File: config.mk
export PLATFORM = sky130hd
export DESIGN_NAME = deco_temp_histeresis_flat
export DESIGN_NICKNAME = d
export VERILOG_FILES = /design/src/rtl/deco_temp_histeresis_if.sv /design/src/rtl/deco_temp_histeresis.sv /design/src/flat_wrapper.sv
export SDC_FILE = /design/constraint.sdc
export NUM_CORES = 1
export LEC_CHECK = 0
export BUFFER_PORTS_ARGS = -buffer_cell sky130_fd_sc_hd__buf_2
export CAP_MARGIN = 25
export CORE_MARGIN = 1.5
export CORE_UTILIZATION = 25
export DETAILED_ROUTE_END_ITERATION = 6
export PLACE_DENSITY_LB_ADDON = 0.2
export SLEW_MARGIN = 20
export SYNTH_ARGS = -nofsm -noshare
export SYNTH_HDL_FRONTEND = slang
export SYNTH_SLANG_ARGS = --single-unit
File: constraint.sdc
create_clock -name clk -period 2.1 [get_ports clk]
set_clock_uncertainty 0.05 [all_clocks]
set_input_delay 0.42 -clock clk [delete_from_list [all_inputs] [get_ports clk]]
set_output_delay 0.42 -clock clk [all_outputs]
set_load 0.01 [all_outputs]
File: src/rtl/deco_temp_histeresis_if.sv
// Sample bus between the temperature sensor front end and the alarm decoder.
// The master drives samples and the peak clear; the slave returns the flags.
interface deco_temp_histeresis_if #(
  parameter int W = 3
);
  logic         muestra_valida;
  logic [W-1:0] temp;
  logic         borrar_max;
  logic         temp_alta;
  logic         cambio;
  logic [W-1:0] temp_max;

  modport master (
    output muestra_valida,
    output temp,
    output borrar_max,
    input  temp_alta,
    input  cambio,
    input  temp_max
  );

  modport slave (
    input  muestra_valida,
    input  temp,
    input  borrar_max,
    output temp_alta,
    output cambio,
    output temp_max
  );
endinterface

File: src/rtl/deco_temp_histeresis.sv
// High-temperature alarm decoder with hysteresis band, sample persistence,
// a one-cycle change pulse and a clearable peak register.
//
// state     | meaning
// NORMAL    | temperature normal, temp_alta = 0
// CONF_ALTA | counting consecutive hot samples, temp_alta = 0
// ALTA      | temperature high, temp_alta = 1
// CONF_BAJA | counting consecutive cool samples, temp_alta = 1
module deco_temp_histeresis #(
  parameter int W           = 3,
  parameter int UMBRAL_ALTO = 3,
  parameter int UMBRAL_BAJO = 1,
  parameter int N_MUESTRAS  = 4
) (
  input  logic                  clk,
  input  logic                  reset,
  deco_temp_histeresis_if.slave bus
);

  typedef enum logic [1:0] {
    NORMAL    = 2'd0,
    CONF_ALTA = 2'd1,
    ALTA      = 2'd2,
    CONF_BAJA = 2'd3
  } estado_t;

  localparam logic [W-1:0] U_ALTO = W'(UMBRAL_ALTO);
  localparam logic [W-1:0] U_BAJO = W'(UMBRAL_BAJO);
  localparam logic [7:0]   N_CNT  = 8'(N_MUESTRAS);
  localparam bit           N_UNO  = (N_MUESTRAS == 1);

  estado_t      estado_q, estado_d;
  logic [7:0]   cnt_q, cnt_d;
  logic         alta_q, alta_d;
  logic         cambio_q;
  logic [W-1:0] max_q;
  logic         caliente, fria;

  // Mid-band samples are neither hot nor cool, so they only break a run.
  assign caliente = (bus.temp >= U_ALTO);
  assign fria     = (bus.temp <= U_BAJO);

  always_ff @(posedge clk or posedge reset) begin
    if (reset) begin
      estado_q <= NORMAL;
      cnt_q    <= 8'd0;
    end else begin
      estado_q <= estado_d;
      cnt_q    <= cnt_d;
    end
  end

  always_comb begin
    estado_d = estado_q;
    cnt_d    = cnt_q;
    if (bus.muestra_valida) begin
      case (estado_q)
        NORMAL: begin
          if (caliente) begin
            cnt_d    = 8'd1;
            estado_d = N_UNO ? ALTA : CONF_ALTA;
          end
        end
        CONF_ALTA: begin
          if (!caliente) begin
            estado_d = NORMAL;
            cnt_d    = 8'd0;
          end else if (cnt_q + 8'd1 == N_CNT) begin
            estado_d = ALTA;
            cnt_d    = 8'd0;
          end else begin
            cnt_d = cnt_q + 8'd1;
          end
        end
        ALTA: begin
          if (fria) begin
            cnt_d    = 8'd1;
            estado_d = N_UNO ? NORMAL : CONF_BAJA;
          end
        end
        CONF_BAJA: begin
          if (!fria) begin
            estado_d = ALTA;
            cnt_d    = 8'd0;
          end else if (cnt_q + 8'd1 == N_CNT) begin
            estado_d = NORMAL;
            cnt_d    = 8'd0;
          end else begin
            cnt_d = cnt_q + 8'd1;
          end
        end
        default: begin
          estado_d = NORMAL;
          cnt_d    = 8'd0;
        end
      endcase
    end
  end

  // Flag and pulse are decoded from the next state so both appear together
  // on the cycle after the deciding sample, with no path from temp.
  assign alta_d = (estado_d == ALTA) || (estado_d == CONF_BAJA);

  always_ff @(posedge clk or posedge reset) begin
    if (reset) begin
      alta_q   <= 1'b0;
      cambio_q <= 1'b0;
    end else begin
      alta_q   <= alta_d;
      cambio_q <= alta_d ^ alta_q;
    end
  end

  // A clear with a simultaneous valid sample restarts the peak from that sample.
  always_ff @(posedge clk or posedge reset) begin
    if (reset) begin
      max_q <= '0;
    end else if (bus.borrar_max) begin
      max_q <= bus.muestra_valida ? bus.temp : '0;
    end else if (bus.muestra_valida && (bus.temp > max_q)) begin
      max_q <= bus.temp;
    end
  end

  assign bus.temp_alta = alta_q;
  assign bus.cambio    = cambio_q;
  assign bus.temp_max  = max_q;

endmodule

File: src/flat_wrapper.sv
// flat-port wrapper written by rule: the top's interface ports become plain ports
module deco_temp_histeresis_flat 
#(
  parameter int W           = 3,
  parameter int UMBRAL_ALTO = 3,
  parameter int UMBRAL_BAJO = 1,
  parameter int N_MUESTRAS  = 4
)
  (clk, reset, bus_muestra_valida, bus_temp, bus_borrar_max, bus_temp_alta, bus_cambio, bus_temp_max);
  deco_temp_histeresis_if #(.W(W)) bus_i ();
  input  logic clk;
  input  logic reset;
  input wire logic [$bits(bus_i.muestra_valida)-1:0] bus_muestra_valida;
  input wire logic [$bits(bus_i.temp)-1:0] bus_temp;
  input wire logic [$bits(bus_i.borrar_max)-1:0] bus_borrar_max;
  output wire logic [$bits(bus_i.temp_alta)-1:0] bus_temp_alta;
  output wire logic [$bits(bus_i.cambio)-1:0] bus_cambio;
  output wire logic [$bits(bus_i.temp_max)-1:0] bus_temp_max;
  assign bus_i.muestra_valida = bus_muestra_valida;
  assign bus_i.temp = bus_temp;
  assign bus_i.borrar_max = bus_borrar_max;
  assign bus_temp_alta = bus_i.temp_alta;
  assign bus_cambio = bus_i.cambio;
  assign bus_temp_max = bus_i.temp_max;
  deco_temp_histeresis #(.W(W), .UMBRAL_ALTO(UMBRAL_ALTO), .UMBRAL_BAJO(UMBRAL_BAJO), .N_MUESTRAS(N_MUESTRAS)) u_core (.clk(clk), .reset(reset), .bus(bus_i));
endmodule
# Word level (Yosys, flattened, before mapping)
# Index checks and enable logic that the tools add are counted.
# word_totals
output_inout_bits	5
register_bits	15
ram_bits	0
wordCells	40
mem_count	0
inputBits	7
latchBits	0
romBits	0
# classes
reduce_logical	5
magnitude_cmp	3
mux	17
n_addsub	1
n_bitwise	1
shifts	0
div_mod_pow	0
mul	0
eq_ne	8
# ops
cell	count
two-way mux 8 bit	5
one-hot mux 8 bit (4 select lines)	1
two-way mux 2 bit	7
two-way mux 3 bit	3
adder 8 x 1 -> 8 bit (second input constant)	1
== test 2 bit (second input constant)	4
== test 8 x 3 -> 1 bit (second input constant)	1
one-hot mux 2 bit (4 select lines)	1
!= test 2 x 1 -> 1 bit (second input constant)	2
greater-or-equal comparator 3 x 2 -> 1 bit (second input constant)	1
> comparator 3 bit	1
less-or-equal comparator 3 x 1 -> 1 bit (second input constant)	1
AND reduction 3 bit	1
== test 2 x 1 -> 1 bit (second input constant)	1
zero test 2 bit	1
nonzero test 2 bit	1
logical AND 1 bit	1
logical OR 1 bit	1
bitwise XOR 1 bit	1

# Logic depth before layout (Yosys ltp)
# logic_depth
depth_word	9
mapped_depth	7
mapped_depth_nobuf	7

# Worst setup path before layout
# No wires, ideal clock.
# synth_path
path_type	reg-to-reg
startpoint	reg u_core.cnt_q[5]
endpoint	reg u_core.cambio_q, in the netlist u_core.bus.cambio
stages_incl_launch_ff	6
setup_slack_ns	0.334
required_time_ns	1.920
setup_time_ns	0.130
arrival_ns	1.586
cell_sequence	dfrtp_1 > or4_4 > nor3_4 > nor4b_4 > nor3_2 > xor2_1
# synth_via
elab_chain_len	9
# synth_lines
element	line_no	rtl
from (decl)	deco_temp_histeresis.sv:33	logic [7:0] cnt_q, cnt_d;
from (signal assigned)	deco_temp_histeresis.sv:49	cnt_q <= cnt_d;
adder 8 x 1 -> 8 bit (*)	deco_temp_histeresis.sv:68, deco_temp_histeresis.sv:85	
== test 8 x 3 -> 1 bit (*)	deco_temp_histeresis.sv:68, deco_temp_histeresis.sv:85	
two-way mux 2 bit (on tied branches)	deco_temp_histeresis.sv:85, deco_temp_histeresis.sv:68	
two-way mux 2 bit (on tied branches)	deco_temp_histeresis.sv:82, deco_temp_histeresis.sv:65	
one-hot mux 2 bit (4 select lines) (*)	deco_temp_histeresis.sv:57	case (estado_q)
two-way mux 2 bit (*)	deco_temp_histeresis.sv:56	if (bus.muestra_valida) begin
via u_core.estado_d[1]	deco_temp_histeresis.sv:32	estado_t estado_q, estado_d;
== test 2 bit	deco_temp_histeresis.sv:102	assign alta_d = (estado_d == ALTA) || (estado_d == CONF_BAJA);
logical OR 1 bit (*)	deco_temp_histeresis.sv:102	
bitwise XOR 1 bit (*)	deco_temp_histeresis.sv:110	cambio_q <= alta_d ^ alta_q;
to (signal assigned)	deco_temp_histeresis.sv:110	
to (decl)	deco_temp_histeresis.sv:35	logic cambio_q;
# The timed path passes the listed nets; every way through them passes the cells marked *.
# A chain may end at the register's enable or synchronous reset.

# Worst setup path after layout
# Ends and elaborated chain as after synthesis.

==> summary.txt <==
Cells and area
  – Fin area: 995 sq um
  – Layout net count: 108
  – Layout Area Growth over Synthesis: 15.2%
  – Register area: 375 sq um
  – Finished Layout Cells: ~140
  – Share of layout cells above drive strength 1: 0.281
  – Fill cells: approximately 370
  – Antenna Cells: 0
  – Area of the multi-input gates: between 400 and 500 sq um

Power
  – Sw Pwr: about 0.32 mW
  – Clock power share: 0.200
  – Peak VDD IR: roughly 0.32 mV
  – LEAKAGE: 0.512 nW
  – Cell area power density: 876 nW/um^2
  – Part of the power in registers: 0.473
  – Internal power: 0.552 mW
  – Switching share of power: 0.366
  – Combinational share of power: 0.328

Setup path
  – Crit path buffers/inverters: 0
  – CP Data Required Time: approximately 2200 ps
  – Crit path cell chain: or4_4 -> nor3_4 -> nor4b_4 -> nor3_2 -> xor2_1
  – CP Launch Point: u_core.cnt_q[5]$_DFFE_PP0P_
  – Worst setup SP type: flip-flop
  – R2R depth: 5
  – Worst r2r dst: u_core.bus.cambio$_DFF_PP0_
  – CP max FO: 6
  – Worst-path cell with the longest stage delay: or4_4
  – CP max stage delay: around 560 ps
  – CP endpoint: u_core.bus.cambio$_DFF_PP0_
  – Flop-to-flop setup slack: 200 ps
  – Reg2reg start: u_core.cnt_q[5]$_DFFE_PP0P_
  – Worst setup EP type: flip-flop
  – Worst path depth: 5
  – Critical path type: flip-flop to flip-flop
  – Delay-heaviest family, CP: simple AND/OR/NAND/NOR gates
  – Worst Path Arrival: 2030 ps

Synthesis
  – Post-Synthesis Cells: 82
  – Mean Syn Cell Area: 10.5 sq um
  – Main synth FF type: dfrtp_1
  – Synth warn: 0
  – #FFs+latches synth: 15
  – Fraction of registers with async set/reset: 1.00
  – Sequential-to-total area share from yosys stat: 0.435
  – Post-synth top cells: dfrtp_1 (15), o21ai_0 (8), a21o_1 (5), inv_1 (5)
  – Unique masters post-synth: 31
  – Post-synth top area share: 0.435
  – Area leader, netlist: dfrtp_1
  – Synthesized area: 863 sq um
  – Synth Net Count: 93
  – Post-synth EDFFs: 0
  – Most frequent cell after synthesis: dfrtp_1
  – Ranking of synthesized cells by area: dfrtp_1 (43%), ha_1 (5.8%), o21ai_0 (4.6%), a21o_1 (4.3%), a22o_1 (4.1%)

STA
  – Post-Route Setup TNS: 0 ps
  – Pins Over Slew Limit: 0
  – Slew margin rel.: 0.603
  – Slew @ Worst Pin: 595 ps
  – Final setup violating endpoints: 0
  – Fin. Hold Viols: 0
  – Minimum clock period: between 1500 and 2000 ps
  – F_max: around 0.53 GHz
  – RSZ-0062 raised after global routing: false
  – Period utilization: 0.903

Clock network
  – H-tree depth: 1
  – CTS Sinks: 15
  – CTS clk-pin slew, worst paths: 100 ps
  – CTS tree: yes
  – Clock tree buffer depth: 2
  – CTS Hold Bufs: 0
  – Total CTS buffers: 3
  – Clk root buf: clkbuf_4
  – Clk_lat worst skew: 290 ps
  – Post-CTS setup buffer count: 0
  – # resized after CTS: 0

Global routing
  – Largest net degree at the start of global routing: 16
  – Overall routing resource usage: 0.102
  – Vias in the first global route: 610
  – Remaining global-route overflow: 0
  – Initial antenna violation count: 0
  – First-pass GRT wire length: 2780 um

Route
  – WL per Instance: about 12 um
  – WL final: 1700 um
  – Post-route antenna net violation count: 0
  – Routed vias/inst: 4.53
  – Vias post-DR: 643
  – DR iter-0 viols: 10
  – DRC viols: 0
  – 1st-pass router iterations: 4

Floorplan
  – IO Pins: 12
  – Die area: 3810 sq um
  – Initial Util: 0.259
  – Die W: around 62 um
  – Chip height: 61.8 um
  – Rows: 21
  – Core area: 3340 sq um

Placement
  – Inst Count DP: 138
  – I/O Buffers: 11
  – DP Area: 967 sq um
  – DP HPWL: ~1200 um
  – GP Congestion: between 0.7 and 0.8

Flow run
  – Total of max-cap violations: 0

Min path
  – Worst min path class: input port to async pin

Run status
  – Status: finished, final reports clean
==> worst reg2reg max path, stage by stage, from the launching register on <==
cell and delay (ps):
dfrtp_1 430, or4_4 560, nor3_4 230, nor4b_4 280, nor3_2 90, xor2_1 150
==> cells in the final DEF, fill, tap and decap left out, types with 2 or more instances in the layout <==
cell,instances
dfrtp_1,15
mux2_2,2
nor3_1,3
ha_1,4
and3_2,2
nor2_1,2
and3_1,3
buf_2,11
a21o_1,5
a21oi_1,4
a22o_1,4
clkbuf_4,3
nand3_1,2
inv_1,5
nor3b_1,4
o21ai_0,8
nand2_1,3
==> layer usage <==
layer,global-route usage,part of all wire,vias up
met5,0,0,-
met4,0.0274,0.0082,0
met3,0.0373,0.041,2
met2,0.171,0.47,12
met1,0.124,0.48,300
li1,-,-,329
==> metrics by stage <==
step	total power, mW	worst slack [ps]	utilization	hold slack [ps]
finish	0.871	204	0.298	126
global route	0.942	43.1	0.298	182
CTS	0.886	193	0.298	156
detailed placement	0.706	86.9	0.290	402
global placement	0.702	127	0.290	393
floorplan	0.623	334	-	271
==> cell families after synthesis <==
logic type / share of synthesized area
XOR/XNOR: 0.0203
flip-flops: 0.435
multiplexers: 0.0261
adder cells (fa/ha/maj): 0.0580
AND/OR/NAND/NOR: 0.222
buffers and inverters: 0.0406
AO/OA/AOI/OAI: 0.199
==> final cells by class <==
class                   count  area share
clock inverters             1     0.00503
clock buffers               3      0.0226
multi-input cells          60       0.455
inverters                   5      0.0189
repair buffers             12      0.0629
well taps                  46      0.0579
flip-flops and latches     15       0.377
==> worst min-delay path by stage <==
stage | end | from | cells past startpoint | slack [ps]
detailed placement | u_core.bus.cambio$_DFF_PP0_ | u_core.bus.temp_alta$_DFF_PP0_ | 1 | 400
finish | u_core.bus.temp_max[2]$_DFFE_PP0P_ | reset | 2 | 130
floorplan | u_core.bus.cambio$_DFF_PP0_ | reset | 1 | 270
global placement | u_core.bus.cambio$_DFF_PP0_ | u_core.bus.temp_alta$_DFF_PP0_ | 1 | 390
global route | u_core.bus.temp_max[2]$_DFFE_PP0P_ | reset | 2 | 180
CTS | u_core.bus.temp_max[2]$_DFFE_PP0P_ | reset | 2 | 160
==> registers in the layout (all words and copies together) (netlist names) <==
signal	cells
u_core.estado_q	2
u_core.cnt_q	8
u_core.bus.temp_max	3
u_core.bus.temp_alta	1
u_core.bus.cambio	1
==> power by group through the flow <==
stage | clock (mW) | combinational (mW) | sequential [mW]
after global placement | 0 | 0.287 | 0.415
final | 0.174 | 0.285 | 0.412
after CTS | 0.183 | 0.292 | 0.411
after detailed placement | 0 | 0.290 | 0.416
after floorplan | 0 | 0.209 | 0.414
after global routing | 0.191 | 0.326 | 0.425
Power figures use the tool's default switching activity.
